`config.mk`:
```
export PLATFORM = sky130hd
export DESIGN_NAME = seq_det_prog
export DESIGN_NICKNAME = d
export VERILOG_FILES = /design/src/rtl/seq_det_prog.sv
export SDC_FILE = /design/constraint.sdc
export NUM_CORES = 1
export LEC_CHECK = 0
export ABC_AREA = 1
export CAP_MARGIN = 30
export CORE_ASPECT_RATIO = 1.1
export CORE_MARGIN = 2
export CORE_UTILIZATION = 25
export CTS_CLUSTER_DIAMETER = 120
export CTS_CLUSTER_SIZE = 24
export DETAILED_ROUTE_END_ITERATION = 8
export PLACE_DENSITY_LB_ADDON = 0.3
export SLEW_MARGIN = 20
export SYNTH_ARGS = -nofsm -noshare
export SYNTH_HDL_FRONTEND = slang
export SYNTH_SLANG_ARGS = --single-unit
```
`constraint.sdc`:
```
create_clock -name clk -period 3.75 [get_ports clk]
set_input_delay 0.375 -clock clk [delete_from_list [all_inputs] [get_ports clk]]
set_output_delay 0.375 -clock clk [all_outputs]
set_load 0.02 [all_outputs]
```
`src/rtl/seq_det_prog.sv`:
```
// seq_det_prog: runtime-programmable serial pattern detector with a saturating match counter.
// The detector is a length-masked shift register plus a fill counter, not a per-pattern FSM.
module seq_det_prog #(
  parameter int MAX_LEN = 8,
  parameter int CNT_W = 8,
  parameter logic [MAX_LEN-1:0] DEF_PATTERN = MAX_LEN'('b101),
  parameter int DEF_LEN = 3,
  parameter bit DEF_OVERLAP = 1'b1,
  localparam int LEN_W = $clog2(MAX_LEN+1)
) (
  input  logic               clk,
  input  logic               rst_n,
  input  logic               cfg_we,
  input  logic [MAX_LEN-1:0] cfg_pattern,
  input  logic [LEN_W-1:0]   cfg_len,
  input  logic               cfg_overlap,
  output logic               cfg_err,
  input  logic               in_valid,
  input  logic               seq_in,
  input  logic               clr_cnt,
  output logic               detected,
  output logic [CNT_W-1:0]   match_cnt,
  output logic [LEN_W-1:0]   fill_out
);
  logic [MAX_LEN-1:0] r_hist, r_pattern, w_hist, w_mask;
  logic [LEN_W-1:0]   r_len, r_fill, w_fill_nxt;
  logic [LEN_W:0]     w_fill_inc;
  logic [CNT_W-1:0]   r_cnt;
  logic               r_overlap, r_detected, r_cfg_err, w_cfg_ok, w_shift, w_match;
  // A length of MAX_LEN shifts the 1 out entirely, so the subtraction yields an all-ones mask.
  always_comb begin
    w_hist = {r_hist[MAX_LEN-2:0], seq_in};
    w_mask = (MAX_LEN'(1) << r_len) - MAX_LEN'(1);
    w_fill_inc = {1'b0, r_fill} + (LEN_W+1)'(1);
    w_cfg_ok = (cfg_len != '0) && (cfg_len <= LEN_W'(MAX_LEN));
    w_shift = in_valid && !cfg_we;
    w_match = w_shift && (w_fill_inc >= {1'b0, r_len}) && (((w_hist ^ r_pattern) & w_mask) == '0);
    w_fill_nxt = (w_match && !r_overlap) ? '0 : (r_fill < r_len) ? r_fill + LEN_W'(1) : r_len;
  end
  always_ff @(posedge clk or negedge rst_n) begin
    if (!rst_n) begin
      r_hist <= '0;
      r_fill <= '0;
      r_detected <= 1'b0;
      r_cfg_err <= 1'b0;
      r_cnt <= '0;
      r_pattern <= DEF_PATTERN;
      r_len <= LEN_W'(DEF_LEN);
      r_overlap <= DEF_OVERLAP;
    end else begin
      r_detected <= w_match;
      r_cfg_err <= cfg_we && !w_cfg_ok;
      if (cfg_we && w_cfg_ok) begin
        r_pattern <= cfg_pattern;
        r_len <= cfg_len;
        r_overlap <= cfg_overlap;
        r_hist <= '0;
        r_fill <= '0;
      end else if (w_shift) begin
        r_hist <= w_hist;
        r_fill <= w_fill_nxt;
      end
      r_cnt <= clr_cnt ? CNT_W'(w_match) : (w_match && r_cnt != '1) ? r_cnt + CNT_W'(1) : r_cnt;
    end
  end
  assign detected = r_detected;
  assign cfg_err = r_cfg_err;
  assign match_cnt = r_cnt;
  assign fill_out = r_fill;
endmodule

```
=== Word-level counts from Yosys, hierarchy flattened ===
Cells that the tools add are included.
W data, S select, Z words.

* Latch bits: 0
* Word-level logic and storage cells: 42
* Bits in registers: 34
* Input port bits: 19
* RAM bits: 0
* Memories kept: 0
* Bits in read-only memories: 0

* Eq/ne operators: 1
* Reduce and logical (&&, ||, !) cells: 15
* Multiplexer cells: 8
* $add $sub $neg: 4
* Multiply operators: 0
* Bitwise logic cells: 2
* Shift-type cells: 1
* Divide/modulo/power cells: 0
* $lt $le $gt $ge: 3

{| class="wikitable"
|+ Operators with widths
! cell !! count
|-
| $mux W4 || 4
|-
| $mux W8 || 2
|-
| $mux W7 || 2
|-
| $add A8 B1 Y8 const B || 1
|-
| $and A8 B8 Y8 || 1
|-
| $logic_and A1 B1 Y1 || 8
|-
| $logic_not A8 Y1 || 1
|-
| $ne A8 B8 Y1 const B || 1
|-
| $shl A1 B4 Y8 const A || 1
|-
| $sub A8 B2 Y8 const B || 1
|-
| $xor A8 B8 Y8 || 1
|-
| $add A4 B1 Y5 const B || 1
|-
| $ge A5 B4 Y1 || 1
|-
| $add A4 B1 Y4 const B || 1
|-
| $le A4 B4 Y1 const B || 1
|-
| $lt A4 B4 Y1 || 1
|-
| $reduce_bool A2 Y1 || 2
|-
| $reduce_bool A4 Y1 || 1
|-
| $logic_not A1 Y1 || 3
|}

=== Longest topological paths before layout ===
Gate-level depths: netlist of run 1.

* Word-level depth: 9
* Mapped depth: 15

=== Least setup slack after synthesis of run 1 ===
No wires, ideal clock.

* Path kind: flip-flop to flip-flop
* Start: register r_fill[0] (netlist: fill_out[0])
* End: register r_cnt[6] (netlist: match_cnt[6])
* Library setup time: 117 ps
* Required time: 3633 ps
* Slack: 1841 ps
* Cell stages (with the launch flop): 15
* Period minus slack after synthesis: 1909 ps
* Arrival: 1792 ps
* Cells stage by stage: dfrtp_1 -> ha_1 -> ha_1 -> nand2_1 -> nand2_1 -> nand2_1 -> nand2_1 -> nand2_1 -> nand2_1 -> nand2_1 -> inv_1 -> nand3_4 -> clkinv_4 -> nand3_1 -> nand2_1

* Word-level cells in the longest chain between the ends: 6

{| class="wikitable"
|+ Ends and longest elaborated chain
! item !! line !! RTL
|-
| start, declared || 26 || <nowiki>logic [LEN_W-1:0] r_len, r_fill, w_fill_nxt;</nowiki>
|-
| start signal, assigned || 61 || <nowiki>r_fill <= w_fill_nxt;</nowiki>
|-
| $add A4 B1 Y5 || 34 || <nowiki>w_fill_inc = {1'b0, r_fill} + (LEN_W+1)'(1);</nowiki>
|-
| $ge A5 B4 Y1 || 37 || <nowiki>w_match = w_shift && (w_fill_inc >= {1'b0, r_len}) && (((w_hist ^ r_pattern) & w_mask) == '0);</nowiki>
|-
| $logic_and A1 B1 Y1 (2 in a row) || 37 ||
|-
| $logic_and A1 B1 Y1 || 63 || <nowiki>r_cnt <= clr_cnt ? CNT_W'(w_match) : (w_match && r_cnt != '1) ? r_cnt + CNT_W'(1) : r_cnt;</nowiki>
|-
| $reduce_bool A2 Y1 (no source line) || - ||
|-
| end signal, assigned || 63 ||
|-
| end, declared || 28 || <nowiki>logic [CNT_W-1:0] r_cnt;</nowiki>
|}

Every way passes these cells.
A chain may end at the register's enable or synchronous reset.

=== Worst setup path in the final report of run 1 ===
* Start: register r_fill[0] (netlist: fill_out[0])
* End: register r_cnt[5] (netlist: match_cnt[5])

Same word-level chain as after synthesis.

==> results.tsv, run 1 <==
metric	value	unit
H-tree Lvls	2	
Leakage	1.38	nW
Ports	33	
gr usage total	0.108	
Initial Utilization	0.254	
Placer Congestion	0.807	
post-synthesis sequential area ratio	0.407	
max-slew violations	0	
Fin. Hold Viols	0	
Switching Fraction	0.361	
met3 routed wirelength	130	um
Via density	4.28	
clk_lat worst skew	0.29	ns
Seq. cell area	857	um^2
Worst EP arrival	2.33	ns
row cnt	35	
period utilisation layout	0.564	
Setup crit start kind	flip-flop	
Syn Nets	309	
layout cell share with drive strength beyond 1	0.0823	
fin cells	427	
final WL	4.65	mm
Max-slew headroom	0.649	
P per Cell Area	540	nW/um^2
Post-Syn Instances	279	
Flop pwr share	0.339	
synthesized area	2100	um^2
WL met2	2.28	mm
clock root buffer	clkbuf_8	
adder-cell area share of the yosys netlist	0.0654	
Residual DRC	0	
post-synthesis xor/xnor area fraction	0.0375	
Simple-Gate Fraction of Synth Area	0.324	
Critical Path Fanout Max	9	
Area growth, synth to finish	27.5	%
grt ovf	0	
die area	9160	um^2
clk slew on worst S/H paths	0.08	ns
CTS tree	yes	
CTS buffer count	5	
setup bufs post-CTS	0	
Synth warnings	0	
P_int	0.926	mW
Highest Signal Layer	met4	
# port buffers	32	
HPWL after detailed placement	3.49	mm
combinational power share	0.368	
Clk pwr share	0.293	
CP endpoint kind	flip-flop	
Setup Crit Path Kind	reg2reg	
largest net degree at the start of global routing	35	
initial antenna violation count	0	
CTS max path bufs	2	
RSZ-0062 raised after global routing	no	
Hold WC Path Type	reg2reg	
Avg Cell Area, Syn	7.54	um^2
Worst Tran Pin Value	0.525	ns
M1 WL	2.21	mm
Max rail drop VDD	0.151	mV
max cap viols	0	
CTS Sinks	34	
Fmax	473	MHz
post-route ant nets	0	
Core Util, Final	0.324	
area of the multi-input gates	1040	um^2
Vias	1826	
wire per inst	10.9	um
Worst Skew	0.0114	ns
post-placement cell count	419	
DRT Pass-1 Iters	4	
sw power	0.522	mW
main combinational cell family by area after synthesis	simple AND/OR/NAND/NOR gates	
Unique masters post-synth	29	
Die Span X	91.5	um
# fillers	886	
multiplexer area fraction after synthesis	0	
Starting DRT DRC Count	70	
first-pass GRT wire length	8.05	mm
die span in y	100	um
hold-fix buffers at CTS	0	
outcome	complete, no violations	
nets	345	
vias in the first global route	1816	
Compound-Gate Fraction of Synth Area	0.0666	
total negative setup slack	0	ns
ant diodes	0	
min Tclk post-route	2.11	ns
FF-to-FF setup slack	1.64	ns
final setup violation count	0	
Resized cells post-CTS	0	
core area	8280	um^2
CP required	3.97	ns
synthesis-stage register bit count	34	
[final cells by class]
type	count	share of cell area
timing repair buffer	33	0.122
sequential	34	0.319
tap	111	0.0518
clock inverter	2	0.0224
multi-input combinational	195	0.387
inverter	46	0.0662
clock buffer	6	0.0308
[cells in the mapped netlist, drive strengths merged]
master,count,area (um^2)
dfstp,5,131
ha,11,138
buf,2,22.5
o211ai,2,15.0
nand3b,2,15.0
nor3b,1,12.5
nand4,3,18.8
a21o,1,7.51
nand2,89,337
o22ai,5,31.3
xor2,6,52.6
dfrtp,29,726
xnor2,3,26.3
inv,45,169
clkinv,1,8.76
a21oi,5,25.0
o21ai,10,53.8
clkbuf,2,7.51
nor2,20,100
or2,1,6.26
a22oi,1,7.51
nand3,35,193
[power by group through the flow]
stage,clock network [mW],registers (mW),logic [mW]
floorplan,0,0.508,0.353
global placement,0,0.499,0.527
detailed placement,0,0.499,0.538
CTS,0.433,0.493,0.540
global route,0.453,0.503,0.616
finish,0.424,0.492,0.532
[per-stage QoR]
step | hold slack, ns | power (mW) | worst slack, ns | instance area, um^2
CTS | 0.471 | 1.47 | 1.61 | 2680
finish | 0.469 | 1.45 | 1.64 | 2680
global route | 0.483 | 1.57 | 1.40 | 2680
floorplan | 0.0794 | 0.862 | 1.84 | 2100
global placement | 0.462 | 1.03 | 1.49 | 2540
detailed placement | 0.459 | 1.04 | 1.40 | 2540
[cells by family (layout without fill, tap and decap cells)]
logic type,count (synthesis),in the layout
compound gates,24,24
flops,34,34
fa+ha+maj,11,11
simple gates,151,151
xor+xnor,9,9
buf+inv,50,87
[worst paths after layout]
check,from,to,cells past startpoint
max in group asynchronous,rst_n,r_pattern[2],2
worst max register to register,fill_out[0],match_cnt[5],14
worst min-delay path,r_overlap,r_overlap,2
worst max-delay path,fill_out[0],match_cnt[5],14
min in group asynchronous,rst_n,fill_out[3],2
worst min register to register,r_overlap,r_overlap,2
[cell usage in the layout, fill, tap and decap left out]
master,n
a21o_1,1
a21oi_1,5
a22oi_1,1
buf_4,1
bufinv_16,2
clkbuf_8,6
clkdlybuf4s50_1,32
clkinv_4,1
dfrtp_1,29
dfstp_2,5
ha_1,11
inv_1,44
inv_2,1
nand2_1,88
nand2_2,1
nand3_1,33
nand3_2,1
nand3_4,1
nand3b_1,2
nand4_1,3
nor2_1,16
nor2_2,1
nor2_4,3
nor3b_2,1
o211ai_1,2
o21ai_0,9
o21ai_2,1
o22ai_1,5
or2_2,1
xnor2_1,3
xor2_1,6
[registers in the layout, indices dropped and copies added, names as in the netlist]
name       flops
cfg_err        1
detected       1
fill_out       4
match_cnt      8
r_hist         7
r_len          4
r_overlap      1
r_pattern      8
[critical path, stage by stage, from the launching register on]
cell      delay, ns
dfrtp_1        0.47
ha_1           0.25
nor2_1         0.16
nor2_1         0.07
ha_1           0.27
nand2_1        0.05
nand2_1        0.05
nand2_1        0.04
nand2_1        0.10
nand2_1        0.07
inv_1          0.10
nand3_4        0.16
clkinv_4       0.11
nand3_1        0.07
nand2_1        0.07
[metal layers]
layer  global-route usage  vias up
li1                     -      956
met1                0.131      842
met2                0.189       26
met3               0.0218        2
met4               0.0431        0
met5                    0        -
No activity file was read; power rests on OpenSTA's default activity.
==> run 2: changes to the inputs <==
clock period = 2.1 ns   (was 3.75 ns; I/O delays follow)
==> results.tsv, run 2 (synthesized netlist as in run 1, its figures left out) <==
metric	value	unit	change
crit path from	r_len[1]		
period utilisation layout	0.933		+0.369
Max-slew headroom	0.695		+0.0459
post-route ant nets	0		unchanged
Hold WC Path Type	in2async		
final setup violation count	0		unchanged
Worst Tran Pin Value	0.457	ns	-0.0674 ns
first-pass GRT wire length	8.38	mm	+4.0%
Ports	33		unchanged
wire per inst	11.5	um	+5.8%
ant diodes	0		unchanged
CP required	2.28	ns	-1.69 ns
clk slew on worst S/H paths	0.08	ns	about the same
Starting DRT DRC Count	100		+43%
vias in the first global route	1813		-0.17%
Die Span X	91.5	um	unchanged
Vias	1897		+3.9%
RR Startpoint	r_len[1]		
row cnt	35		unchanged
Residual DRC	0		unchanged
DRT Pass-1 Iters	4		unchanged
Max rail drop VDD	0.268	mV	+77%
Setup Crit Path Kind	reg2reg		
Fmax	510	MHz	+7.9%
grt ovf	0		unchanged
Worst EP arrival	2.14	ns	-0.19 ns
largest net degree at the start of global routing	35		unchanged
die span in y	100	um	unchanged
layout cell share with drive strength beyond 1	0.164		+0.0814
Leakage	1.42	nW	+2.7%
max-slew violations	0		unchanged
max cap viols	0		unchanged
nets	359		+4.1%
CTS tree	yes		
die area	9160	um^2	unchanged
RSZ-0062 raised after global routing	yes		
fin cells	441		+3.3%
clk_lat worst skew	0.29	ns	about the same
P per Cell Area	906	nW/um^2	+68%
Initial Utilization	0.254		unchanged
# port buffers	32		unchanged
Critical Path Fanout Max	7		-2
Setup crit start kind	flip-flop		
Core Util, Final	0.340		+0.0159
Fin. Hold Viols	0		unchanged
most frequent cells in the layout	nand2_1, inv_1, clkdlybuf4s50_1		
CTS max path bufs	2		unchanged
gr usage total	0.113		+0.00429
post-placement cell count	427		+1.9%
clock root buffer	clkbuf_8		
min Tclk post-route	1.96	ns	-0.155 ns
CTS Sinks	34		unchanged
FF-to-FF setup slack	0.14	ns	-1.50 ns
CP endpoint kind	flip-flop		
DP Area	2600	um^2	+2.4%
Crit path largest cell delay	0.66	ns	+0.19 ns
initial antenna violation count	0		unchanged
hold-fix buffers at CTS	0		unchanged
Area growth, synth to finish	33.8	%	
Placer Congestion	0.792		-2.0%
outcome	complete, no violations		
Worst path slowest cell	dfstp_2		
final WL	5.08	mm	+9.2%
H-tree Lvls	2		unchanged
finished layout cell area	2810	um^2	+4.9%
CTS buffer count	5		unchanged
Worst Skew	0.00592	ns	-0.00547 ns
most common library cell in the layout ignoring fill and taps	nand2_1		
HPWL after detailed placement	3.73	mm	+6.8%
Via density	4.30		+0.59%
core area	8280	um^2	unchanged
cell breakdown of the critical path	nor2_4 -> nand2_2 -> ha_4 -> nand4_1 -> nand3_2 -> nand3_4 -> nor2_4 -> buf_4 -> nand3_2 -> nand3_1 -> nand2_1		
-- run 2: layout make-up --
cell class	instances	area [um^2]
clock buffer	6	82.6
clock inverter	2	12.5
fill	858	5460
inverter	46	180
multi-input combinational	196	1120
sequential	34	858
tap	111	139
timing repair buffer	46	425
-- run 2: critical path, delay by kind of cell (launching register included) --
kind,cells,cell delay [ns]
adder cells (fa/ha/maj),1,0.16
buffers and inverters,1,0.13
flip-flops,1,0.66
AND/OR/NAND/NOR,9,0.89
-- run 2: per-stage QoR --
step | worst slack (ns) | TNS (ns) | hold WS [ns] | power [mW]
floorplan | 0.191 | 0 | -0.0856 | 1.54
global placement | 0.142 | 0 | 0.460 | 1.86
detailed placement | 0.129 | 0 | 0.466 | 1.86
CTS | 0.112 | 0 | 0.355 | 2.39
global route | -0.0568 | -0.177 | 0.378 | 2.78
finish | 0.141 | 0 | 0.336 | 2.55
-- run 2: layer usage --
metal / share of wire / vias to the layer above / global-route usage
li1: - / 986 / -
met1: 0.45 / 873 / 0.146
met2: 0.50 / 33 / 0.194
met3: 0.033 / 5 / 0.0158
met4: 0.012 / 0 / 0.0350
met5: 0 / - / 0
-- run 2: worst paths after layout --
check / to / cells after the start
max: match_cnt[4] / 11
min: match_cnt[3] / 2
max reg2reg: match_cnt[4] / 11
min reg2reg: r_overlap / 2
max in group asynchronous: r_pattern[0] / 2
min in group clk: r_pattern[0] / 3
-- run 2: where the power goes --
part	switching (mW)	internal (mW)
sequential	0.120	0.755
clock	0.258	0.264
combinational	0.634	0.519
-- run 2: repair_timing --
item	in CTS	in global routing
endpoints found under the setup margin	0	12
setup buffers	0	5
resized for setup	0	19
